**config.mk**
```make
export PLATFORM = sky130hd
export DESIGN_NAME = descriptor_tx_unpack
export DESIGN_NICKNAME = d
export VERILOG_FILES = /design/src/rtl/descriptor_tx_unpack.sv
export SDC_FILE = /design/constraint.sdc
export NUM_CORES = 1
export LEC_CHECK = 0
export ABC_AREA = 1
export BUFFER_PORTS_ARGS = -buffer_cell sky130_fd_sc_hd__buf_2
export CAP_MARGIN = 20
export CORE_ASPECT_RATIO = 1.2
export CORE_MARGIN = 5
export CORE_UTILIZATION = 55
export DETAILED_ROUTE_END_ITERATION = 8
export PLACE_DENSITY = 0.89
export SLEW_MARGIN = 20
export SYNTH_ARGS = -nofsm -noshare
export SYNTH_HDL_FRONTEND = slang
export SYNTH_SLANG_ARGS = --single-unit
```
**constraint.sdc**
```tcl
create_clock -name clk_i -period 2.5 [get_ports clk_i]
set_input_delay 0.125 -clock clk_i [delete_from_list [all_inputs] [get_ports clk_i]]
set_output_delay 0.125 -clock clk_i [all_outputs]
set_load 0.1 [all_outputs]
```
**src/rtl/descriptor_tx_unpack.sv**
```systemverilog
// rtl/descriptor_tx_unpack.sv - TTI TX descriptor engine with internal word-to-byte unpacker
// Optional: DESCRIPTOR_TX_UNPACK_MSB_FIRST_EN selects MSB-first byte order within each data word.
module descriptor_tx_unpack #(
    parameter int DescDataWidth = 32,
    parameter int DataWidth     = 32,
    parameter int LenWidth      = 16,
    parameter int DepthWidth    = 16
) (
    input  logic                     clk_i,
    input  logic                     rst_i,
    input  logic                     desc_rvalid_i,
    output logic                     desc_rready_o,
    input  logic [DescDataWidth-1:0] desc_rdata_i,
    input  logic                     data_rvalid_i,
    output logic                     data_rready_o,
    input  logic [DataWidth-1:0]     data_rdata_i,
    input  logic [DepthWidth-1:0]    data_depth_i,
    input  logic                     tx_start_i,
    input  logic                     tx_abort_i,
    output logic                     tx_desc_avail_o,
    output logic [7:0]               tx_byte_o,
    output logic                     tx_byte_valid_o,
    input  logic                     tx_byte_ready_i,
    output logic                     tx_byte_last_o,
    output logic                     tx_end_o,
    output logic                     tx_aborted_o,
    output logic [LenWidth-1:0]      tx_count_o
);

    localparam int Bpw      = DataWidth / 8;
    localparam int IdxWidth = (Bpw > 1) ? $clog2(Bpw) : 1;
    localparam int CmpWidth = (DepthWidth > LenWidth) ? DepthWidth : LenWidth;

    localparam logic [LenWidth-1:0] BpwLen  = LenWidth'(Bpw);
    localparam logic [LenWidth-1:0] OneLen  = LenWidth'(1);
    localparam logic [IdxWidth-1:0] LastIdx = IdxWidth'(Bpw - 1);
    localparam logic [IdxWidth-1:0] OneIdx  = IdxWidth'(1);

    typedef enum logic [1:0] {
        S_IDLE  = 2'd0,
        S_WAIT  = 2'd1,
        S_SEND  = 2'd2,
        S_FLUSH = 2'd3
    } state_t;

    state_t state_q, state_d;

    logic [LenWidth-1:0]  words_left_q;
    logic [LenWidth-1:0]  remaining_q;
    logic [LenWidth-1:0]  count_q;
    logic [IdxWidth-1:0]  byte_idx_q;
    logic [DataWidth-1:0] word_q;
    logic                 word_held_q;
    logic                 end_q;
    logic                 aborted_q;

    logic [LenWidth-1:0]  desc_len;
    logic [LenWidth-1:0]  desc_words;
    logic                 len_rem_nz;
    logic                 depth_ok;
    logic                 byte_hs;
    logic                 last_hs;
    logic                 word_release;
    logic                 idle_pop;
    logic                 send_load;
    logic                 flush_pop;
    logic                 flush_done;
    logic                 wait_abort;
    logic                 send_abort;
    logic [DataWidth-1:0] word_shifted;
    logic [7:0]           byte_sel;
    logic                 unused_desc;

    assign unused_desc = ^desc_rdata_i;

    // ceil(len/BPW) without widening: a non-zero remainder adds one word
    assign desc_len   = desc_rdata_i[LenWidth-1:0];
    assign len_rem_nz = (desc_len % BpwLen) != '0;
    assign desc_words = (desc_len / BpwLen) + (len_rem_nz ? OneLen : '0);

    assign depth_ok = CmpWidth'(data_depth_i) >= CmpWidth'(words_left_q);

    assign byte_hs      = (state_q == S_SEND) & word_held_q & tx_byte_ready_i;
    assign last_hs      = byte_hs & (remaining_q == OneLen);
    assign word_release = byte_hs & ((byte_idx_q == LastIdx) | (remaining_q == OneLen));

    assign idle_pop   = (state_q == S_IDLE) & tx_start_i & desc_rvalid_i & ~tx_abort_i & ~rst_i;
    assign wait_abort = (state_q == S_WAIT) & tx_abort_i;
    assign send_abort = (state_q == S_SEND) & tx_abort_i & ~last_hs;

    // A fresh word may replace the current one in the cycle its last byte goes out
    assign send_load = (state_q == S_SEND) & data_rvalid_i & (words_left_q != '0) & ~tx_abort_i
                     & (~word_held_q | (word_release & ~last_hs)) & ~rst_i;
    assign flush_pop  = (state_q == S_FLUSH) & data_rvalid_i & (words_left_q != '0) & ~rst_i;
    assign flush_done = (state_q == S_FLUSH) & ((words_left_q == '0) | ~data_rvalid_i);

`ifdef DESCRIPTOR_TX_UNPACK_MSB_FIRST_EN
    assign word_shifted = word_q << {byte_idx_q, 3'b000};
    assign byte_sel     = word_shifted[DataWidth-1 -: 8];
`else
    assign word_shifted = word_q >> {byte_idx_q, 3'b000};
    assign byte_sel     = word_shifted[7:0];
`endif

    always_ff @(posedge clk_i) begin
        if (rst_i) begin
            state_q <= S_IDLE;
        end else begin
            state_q <= state_d;
        end
    end

    always_comb begin
        state_d = state_q;
        case (state_q)
            S_IDLE: begin
                if (idle_pop && (desc_len != '0)) begin
                    state_d = S_WAIT;
                end
            end
            S_WAIT: begin
                if (tx_abort_i) begin
                    state_d = S_IDLE;
                end else if (depth_ok) begin
                    state_d = S_SEND;
                end
            end
            S_SEND: begin
                if (last_hs) begin
                    state_d = S_IDLE;
                end else if (tx_abort_i) begin
                    state_d = S_FLUSH;
                end
            end
            S_FLUSH: begin
                if (flush_done) begin
                    state_d = S_IDLE;
                end
            end
            default: state_d = S_IDLE;
        endcase
    end

    always_comb begin
        desc_rready_o   = idle_pop;
        data_rready_o   = send_load | flush_pop;
        tx_byte_valid_o = word_held_q;
        tx_byte_last_o  = word_held_q & (remaining_q == OneLen);
        tx_byte_o       = byte_sel;
        tx_desc_avail_o = desc_rvalid_i;
        tx_end_o        = end_q;
        tx_aborted_o    = aborted_q;
        tx_count_o      = count_q;
    end

    always_ff @(posedge clk_i) begin
        if (rst_i) begin
            words_left_q <= '0;
            remaining_q  <= '0;
            count_q      <= '0;
            byte_idx_q   <= '0;
            word_q       <= '0;
            word_held_q  <= 1'b0;
            end_q        <= 1'b0;
            aborted_q    <= 1'b0;
        end else begin
            end_q     <= (idle_pop & (desc_len == '0)) | wait_abort | last_hs | flush_done;
            aborted_q <= wait_abort | flush_done;

            if (idle_pop) begin
                words_left_q <= desc_words;
                remaining_q  <= desc_len;
                count_q      <= '0;
            end

            if (send_load || flush_pop) begin
                words_left_q <= words_left_q - OneLen;
            end

            if (byte_hs) begin
                remaining_q <= remaining_q - OneLen;
                count_q     <= count_q + OneLen;
            end

            if (send_load) begin
                word_q      <= data_rdata_i;
                word_held_q <= 1'b1;
                byte_idx_q  <= '0;
            end else if (word_release || send_abort || (state_q != S_SEND)) begin
                word_held_q <= 1'b0;
            end else if (byte_hs) begin
                byte_idx_q <= byte_idx_q + OneIdx;
            end
        end
    end

endmodule

```
==> results.cfg, run 1 <==
[outcome]
status = completed

[cells_and_area]
multi_input_area_um2 = 3080
regArea_um2 = 1750
nFillCells = 849
antenna_cells = 0
drive_above_1_share_pct = 17.7
layout_common_cells = nand2_1 (177), inv_1 (115), buf_2 (99)
final_nets = 1029
syn2layout_area_growth_pct = 18.9
fin_area_um2 = 6370
final_common_cell = nand2_1
utilization_pct = 67.0

[clock_tree]
clock_latency_ps = 350
htree_num_levels = 3
clock_path_buffers = 2
clock_sinks = 87
cts_root_buf = clkbuf_16
cts_tree = built
cts_buffers = 9
cts.clk_slew.worst_paths_ps = 70

[grt]
grt_pass1_wl_mm = 24.2
grt_overflow = 0
antenna_found_initial = 0
grt_pass1_vias = 5407
track_usage_pct = 24.7
grt_max_degree = 51

[synth]
synthesis.area_um2 = 5360
yosysTopAreaCell = dfxtp_1
synth_seq_area_share_pct = 32.5
synth.area.top_cells = dfxtp_1 (33%), nand2_1 (12%), inv_1 (8.1%)
syn_inst = 819
synth_warnings = 0
synth-seq-cells = 87
synth.distinct_cells = 45
mappedNetlistNets = 929
synth_area_per_cell_um2 = 6.54
synth_edf_count = 0
async_flop_share_pct = 0
synthDominantCellAreaShare_pct = 32.5
ys.flop_type = dfxtp_1

[sta]
relSlewSlack_pct = 57.7
fin_skew_ps = 7.31
finalSetupViolCount = 0
min_period_ps = 2340
slew_viol_final = 0
worst_pin_slew_ps = 629
fmax_mhz = 426
hold_violations = 0
final.period_utilization_pct = 93.8

[routing]
ant_nets = 0
totalWireLength_mm = 14.4
drtIter0Drc = 355
drc = 0
wl_per_cell_um = 13.8
viasPerCell = 5.39
drt_pre_antenna_iters = 5
route.vias.total = 5646

[floorplan]
rows = 39
initial_core_util_pct = 56.3
die_w_um = 100
core_area_um2 = 9520
die_area_um2 = 11800
ios = 118
die_h_um = 118

[pwr]
ir_worst_vdd_mv = 0.465
power_density_nw_per_um2 = 623
power_leakage_nw = 2.82

[flow_run]
cap_violations = 0

[place]
dp_hpwl_mm = 10.7
placedInstanceArea_um2 = 6040
portBuffers = 101
gp_congestion = 0.944

[critical_path]
end_kind = output port
worstSetupStartpointType = register
cp_max_fo = 8
required_ps = 2380
arrival_ps = 2220
reg2reg_slack_ps = 160
crit_type = reg2out

[hold_path]
hold_path_class = in2reg
-- power breakdown --
group | switching (W) | total, W | internal [W]
registers | 0.0000691 | 0.00153 | 0.00146
clock network | 0.000582 | 0.00129 | 0.000708
logic | 0.000768 | 0.00115 | 0.000384
total | 0.00142 | 0.00397 | 0.00255
-- sequential cells by signal (all words and copies together), names as in the netlist, 2 cells and up --
signal and flops:
remaining_q 16, tx_count_o 16, word_q 32, words_left_q 16, state_q 2, byte_idx_q 2
-- worst paths after layout --
path                                        from               to  depth (start not counted)
worst max-delay path             words_left_q[0]    data_rready_o                         10
worst min-delay path            data_rdata_i[25]       word_q[25]                          3
worst max register to register   words_left_q[0]  words_left_q[1]                         13
worst min register to register        word_q[19]       word_q[19]                          2
-- synthesized netlist by cell type (2+ instances only) --
library cell and n:
a211oi_1 5, a21oi_1 73, a221oi_1 3, a31oi_1 13, buf_2 9, buf_6 2
clkbuf_1 17, dfxtp_1 87, ha_1 23, inv_1 115, inv_2 2, nand2_1 177
nand2_2 2, nand2_4 3, nand3_1 74, nand4_1 9, nor2_1 78, nor2_2 4
nor2_4 2, nor3_1 10, nor3b_1 2, o211ai_1 2, o21a_1 2, o21ai_0 61
o21ai_1 2, o21ai_2 2, o221ai_1 2, o22ai_1 4, xor2_1 18
-- cells by family (layout without fill, tap and decap cells) --
group / count (synthesis) / in the layout / share of synthesized area, %
fa+ha+maj: 23 / 23 / 5.37
flops: 87 / 87 / 32.5
xor+xnor: 18 / 18 / 2.94
simple gates: 367 / 367 / 30.1
compound gates: 176 / 176 / 18.2
buf+inv: 148 / 253 / 10.9
-- metal layers --
| metal | track usage (%) | share of wire, % | vias to the layer above | routed length (um) |
|---|---|---|---|---|
| li1 | - | - | 2896 | - |
| met1 | 30.2 | 42 | 2525 | 6010 |
| met2 | 42.1 | 49 | 187 | 7040 |
| met3 | 4.83 | 6.4 | 38 | 924 |
| met4 | 10.1 | 3.0 | 0 | 435 |
| met5 | 0 | 0 | - | 0 |
-- critical path: stages (launching register included) --
cell and delay, ps:
dfxtp_1 410, inv_1 130, ha_1 260, nand2_1 130
nor2_2 60, nand2_1 150, nand2_1 110, nor2_1 150
nand2_1 110, nand2_4 140, buf_8 210
-- cell type report --
class,instances,share of cell area [%]
multi-input combinational,584,48.3
clock inverter,5,0.648
tap,123,2.42
clock buffer,11,3.81
sequential,87,27.4
timing repair buffer,119,10.5
inverter,118,6.95
-- metrics by stage --
| step | std cells | total power, W | hold slack [ps] | setup WS (ps) | setup TNS (ps) |
|---|---|---|---|---|---|
| 5_1_grt | 1047 | 0.00419 | 21.7 | -1.58 | -1.58 |
| 3_5_place_dp | 1026 | 0.00268 | 357 | 301 | 0 |
| 3_3_place_gp | 1026 | 0.00265 | 351 | 360 | 0 |
| 6_report | 1047 | 0.00397 | 2.11 | 155 | 0 |
| 2_1_floorplan | 819 | 0.00240 | 264 | 119 | 0 |
| 4_1_cts | 1043 | 0.00396 | 0.676 | 40.7 | 0 |
-- what timing repair did --
item,4_1_cts,5_1_grt
pin swaps,0,1
setup endpoints to repair,1,1
hold buffers,1,0
resized for setup,1,2
endpoints found under the hold margin,1,0
gates cloned,0,0
setup buffers,0,4
(Power assumes the default switching activity.)
==> run 2: changes to the inputs <==
Settings changed: ABC_AREA 1 to 0, CORE_UTILIZATION 55 to 54.
==> run 2 against run 1 <==
The run now ends with negative setup slack left. Wire length is 11% higher. Hold slack better by 25 ps. Via count is 9.4% lower. Clock power is 24% lower. Utilization is 3.4 points higher. Critical path depth is 3 lower. Synthesized cell count is 34% lower. Largest cell class unchanged. Highest routed layer unchanged.
==> results.cfg, run 2 <==
[synth]
synth_area_per_cell_um2 = 8.99
yosys-top-cells-count = dfxtp_1 (87), nand2_1 (48), nor2_1 (37), a22o_1 (33), a21oi_1 (30)
synth_warnings = 0
async_flop_share_pct = 0
synthesis.area_um2 = 4850
synth.area.top_cells = dfxtp_1 (36%), a22o_1 (6.0%), ha_1 (5.9%)
synth.distinct_cells = 71
mappedNetlistNets = 650
synth_edf_count = 0
synth.most_common_cell = dfxtp_1
synthDominantCellAreaShare_pct = 35.9
synth-seq-cells = 87
ys.flop_type = dfxtp_1
yosysTopAreaCell = dfxtp_1
synth_seq_area_share_pct = 35.9
syn_inst = 540

[clock_tree]
clock_sinks = 87
clock_latency_ps = 390
htree_num_levels = 3
clock_path_buffers = 2
cts.clk_slew.worst_paths_ps = 90
cts_root_buf = clkbuf_8
cts_buffers = 9
cts_tree = built

[routing]
drtIter0Drc = 401
viasPerCell = 6.23
route.vias.total = 5117
ant_nets = 0
totalWireLength_mm = 16.1
drt_pre_antenna_iters = 5
drc = 0
wl_per_cell_um = 19.6

[cells_and_area]
final_common_cell = buf_2
top_register = word_q
layout_common_cells = buf_2 (98), dfxtp_1 (85), nand2_1 (48)
largest_reg_flops = 32
fin_area_um2 = 6290
drive_above_1_share_pct = 28.7
final_nets = 805
syn2layout_area_growth_pct = 29.6

[critical_path]
critical_path.most_common_cell = or4_4
reg2reg_slack_ps = -110
cpPeakStageDelay_ps = 570
worstSetupStartpointType = register
worstPathCellList = or4_4 > or3_4 > or4_4 > nand2_8 > buf_6 > inv_4 > buf_12
critPathSlowestCell = or4_4
cp_max_fo = 3
end_kind = output port
crit_type = reg2out
arrival_ps = 2540
crit-reg2reg-capture = words_left_q[5]
crit-reg2reg-launch = remaining_q[8]
required_ps = 2380
r2r_cells = 8

[floorplan]
rows = 38
ios = 118
die_area_um2 = 11000
die_h_um = 114
core_area_um2 = 8940
initial_core_util_pct = 54.3
die_w_um = 96.5

[pwr]
power_density_nw_per_um2 = 454
power_leakage_nw = 2.53
ir_worst_vdd_mv = 0.389

[flow_run]
cap_violations = 0

[place]
placedInstanceArea_um2 = 5620
gp_congestion = 0.937
dp_hpwl_mm = 10.1
dp_slack_ps = -43.9
portBuffers = 101

[outcome]
failed_checks = negative setup slack
status = finished, violations left

[hold_path]
hold_path_class = in2reg
holdCritStartpoint = desc_rdata_i[2]
min_delay_path_depth = 3
min_to = remaining_q[2]

[grt]
use_met1_pct = 30.3
grt_use_met3_pct = 5.28
gr-usage-met2_pct = 50.1
grt_overflow = 0
grt_pass1_wl_mm = 23.8
grt-busiest-layer = met2
grt_pass1_vias = 5011
grt_max_degree = 41
antenna_found_initial = 1
track_usage_pct = 27.9

[sta]
relSlewSlack_pct = 63.1
final.period_utilization_pct = 107
fin_skew_ps = 18.8
fmax_mhz = 375
slew_viol_final = 0
finalSetupViolCount = 9
hold_violations = 0
worst_pin_slew_ps = 548
fin_ws_ps = -169
rsz0062_at_grt = yes
setup_tns_ps = -738
min_period_ps = 2670
run 2: how the worst max path moves through the flow:
stage                                  end       startpoint  depth (start not counted)
after global routing         data_rready_o   remaining_q[8]                          7
after detailed placement   words_left_q[5]  remaining_q[10]                          7
after global placement    words_left_q[12]  remaining_q[10]                          6
after floorplan           words_left_q[12]   remaining_q[8]                          7
final                        data_rready_o   remaining_q[8]                          7
after CTS                    data_rready_o   remaining_q[8]                          7
run 2: logic make-up (layout without fill, tap and decap cells):
group / after synthesis / count (layout) / share of synthesized area, %
AND/OR/NAND/NOR: 198 / 198 / 22.0
AO/OA/AOI/OAI: 149 / 149 / 22.7
flip-flops: 87 / 87 / 35.9
buffers and inverters: 53 / 213 / 5.41
adder cells (fa/ha/maj): 23 / 23 / 5.93
multiplexers: 17 / 17 / 5.67
XOR/XNOR: 13 / 13 / 2.35
other: 0 / 1 / 0
run 2: timing repair:
item                                    4_1_cts  5_1_grt
buffers inserted                              7        4
endpoints found under the setup margin        9       30
hold buffers                                 32        0
endpoints found under the hold margin        32        0
pin swaps                                     6       12
resized for setup                            12        5
cloned                                        0        1
run 2: metal layers:
layer	up-vias	share of wire, %
met5	-	0
met4	0	4.6
met3	70	6.6
met2	277	53
met1	2411	36
li1	2359	-
run 2: critical path: cells and delay by family, from the launching register on:
family	cells	cell delay (ps)
AND/OR/NAND/NOR	4	1560
buffers and inverters	3	270
flip-flops	1	330
run 2: metrics by stage:
| step | power (W) | hold WS (ps) | utilization [%] | instances |
|---|---|---|---|---|
| finish | 0.00286 | 27.3 | 70.4 | 821 |
| global route | 0.00297 | 49.5 | 70.4 | 821 |
| CTS | 0.00281 | 13.5 | 69.5 | 816 |
| detailed placement | 0.00182 | 346 | 62.8 | 761 |
| global placement | 0.00181 | 343 | 62.8 | 761 |
| floorplan | 0.00167 | 258 | - | 540 |
run 2: final cells by class:
type	count	area, um2
clock buffers	9	124
fillers	677	2650
inverters	24	92.6
well taps	120	150
clock inverters	7	63.8
diodes	1	2.50
repair buffers	173	1230
flip-flops and latches	87	1740
multi-input cells	400	2890
run 2: report_power, final:
group	leakage (nW)	switching, W	internal, W
combinational	1.74	0.000253	0.000201
clock	0.0907	0.000595	0.000385
sequential	0.703	0.0000206	0.00140
total	2.53	0.000869	0.00199
==> run 3: changes to the inputs <==
Settings changed: CAP_MARGIN 20 to default, PLACE_DENSITY 0.89 to 0.88.
==> run 3 against run 2 <==
The flow finishes with violations (negative hold slack, negative setup slack). Sequential power barely moved. Maximum frequency increased by 0.93%. Wire length rose by 7.8%. Die area stayed put. Clock power rose by 7%. Final area is 1.7% higher. Global-route usage shrank 0.87 points. Critical path depth unchanged. Critical path type unchanged.
==> results.cfg, run 3 (synthesized netlist as in run 2, its figures left out) <==
[critical_path]
worstPathCellList = or4_4 > or3_4 > or4_4 > nand2_8 > buf_6 > inv_4 > buf_12
cpPeakStageDelay_ps = 580
critPathSlowestCell = or4_4
end_kind = output port
critical_path.most_common_cell = or4_4
crit_type = reg2out
required_ps = 2380
arrival_ps = 2520
worstSetupStartpointType = register
cp_max_fo = 2

[sta]
final.period_utilization_pct = 106
fin_ws_ps = -144
min_period_ps = 2640
setup_tns_ps = -940
relSlewSlack_pct = 57.5
slew_viol_final = 0
finalSetupViolCount = 25
hold_violations = 1
hold_slack_ps = -15.5
rsz0062_at_grt = yes
fin_skew_ps = 16.5
fmax_mhz = 378
worst_pin_slew_ps = 632

[grt]
track_usage_pct = 27.0
grt_overflow = 0
grt_max_degree = 52
grt_pass1_wl_mm = 23.2
grt_pass1_vias = 4949
antenna_found_initial = 0

[pwr]
comb_power_share_pct = 16.5
power_density_nw_per_um2 = 463
p_sw_w = 0.000864
p_clk_share_pct = 35.4
sw_frac_of_total_pct = 29.1
p_int_w = 0.00210
ir_worst_vdd_mv = 0.333
seqPwrFrac_pct = 48.1
power_leakage_nw = 2.58

[hold_path]
hold_path_class = in2reg

[cells_and_area]
final_nets = 805
syn2layout_area_growth_pct = 31.9
layout_common_cells = buf_2 (98), dfxtp_1 (84), nand2_1 (48)
largest_reg_flops = 32
final_common_cell = buf_2
drive_above_1_share_pct = 29.6
utilization_pct = 71.6
top_register = word_q
antenna_cells = 0

[clock_tree]
cts_buffers = 9
clock_latency_ps = 380
cts_root_buf = clkbuf_8
cts_tree = built
clock_path_buffers = 2
htree_num_levels = 3
cts.clk_slew.worst_paths_ps = 110
clock_sinks = 87

[place]
gp_congestion = 0.923
portBuffers = 101
dp_hpwl_mm = 9.94

[outcome]
failed_checks = negative hold slack, negative setup slack
status = finished, violations left

[routing]
viasPerCell = 6.49
totalWireLength_mm = 17.3
ant_nets = 0
drt_pre_antenna_iters = 7
route.vias.total = 5325
wl_per_cell_um = 21.1
drtIter0Drc = 541
drc = 0

[floorplan]
core_area_um2 = 8940
ios = 118
die_h_um = 114
die_w_um = 96.5
die_area_um2 = 11000
rows = 38
initial_core_util_pct = 54.3

[flow_run]
cap_violations = 0
## run 3: timing repair
| item | in CTS | in global routing |
|---|---|---|
| hold buffers | 30 | 0 |
| endpoints found under the setup margin | 3 | 51 |
| setup buffers | 4 | 5 |
| resized for setup | 10 | 21 |
| pin swaps | 6 | 14 |
| cloned | 0 | 6 |
| endpoints found under the hold margin | 30 | 0 |
## run 3: power by group through the flow
stage          clock network, W  registers [W]  logic (W)
5_1_grt                 0.00112        0.00143   0.000521
2_1_floorplan                 0        0.00145   0.000218
6_report                0.00105        0.00143   0.000488
4_1_cts                 0.00103        0.00142   0.000419
3_5_place_dp                  0        0.00145   0.000374
3_3_place_gp                  0        0.00145   0.000359
## run 3: layout make-up
cell class | instances | area, um2
Inverter | 24 | 92.6
Tap cell | 120 | 150
Sequential cell | 87 | 1750
Multi-Input combinational cell | 402 | 2930
Clock buffer | 9 | 124
Clock inverter | 7 | 77.6
Fill cell | 614 | 2540
Timing Repair Buffer | 171 | 1280
## run 3: critical path: cells and delay by family, from the launching register on
kind,cells,cell delay [ps]
flops,1,330
simple gates,4,1560
buf+inv,3,270
## run 3: path summary, 6_finish.rpt
check	to	start	depth (start not counted)	slack, ps
setup / recovery	data_rready_o	remaining_q[8]	7	-140
setup reg to reg	words_left_q[9]	remaining_q[8]	8	-80
hold / removal	word_q[24]	data_rdata_i[24]	2	-20
hold reg to reg	word_q[23]	word_q[23]	1	490
## run 3: metal layers
layer	wire [um]	GRT usage (%)	share of wire, %	vias up
li1	-	-	-	2363
met1	5910	29.8	34	2480
met2	8480	48.6	49	361
met3	1630	6.00	9.4	121
met4	1300	12.1	7.5	0
met5	0	0	0	-
## run 3: through the flow
step	area (um2)	total power [W]	hold WS, ps	setup WS [ps]	cells
floorplan	4870	0.00167	258	-71.5	540
global placement	5630	0.00181	344	18.5	760
detailed placement	5630	0.00183	345	-37.4	760
CTS	6190	0.00287	2.95	-166	810
global route	6400	0.00307	-10.8	-211	820
finish	6400	0.00296	-15.5	-144	820
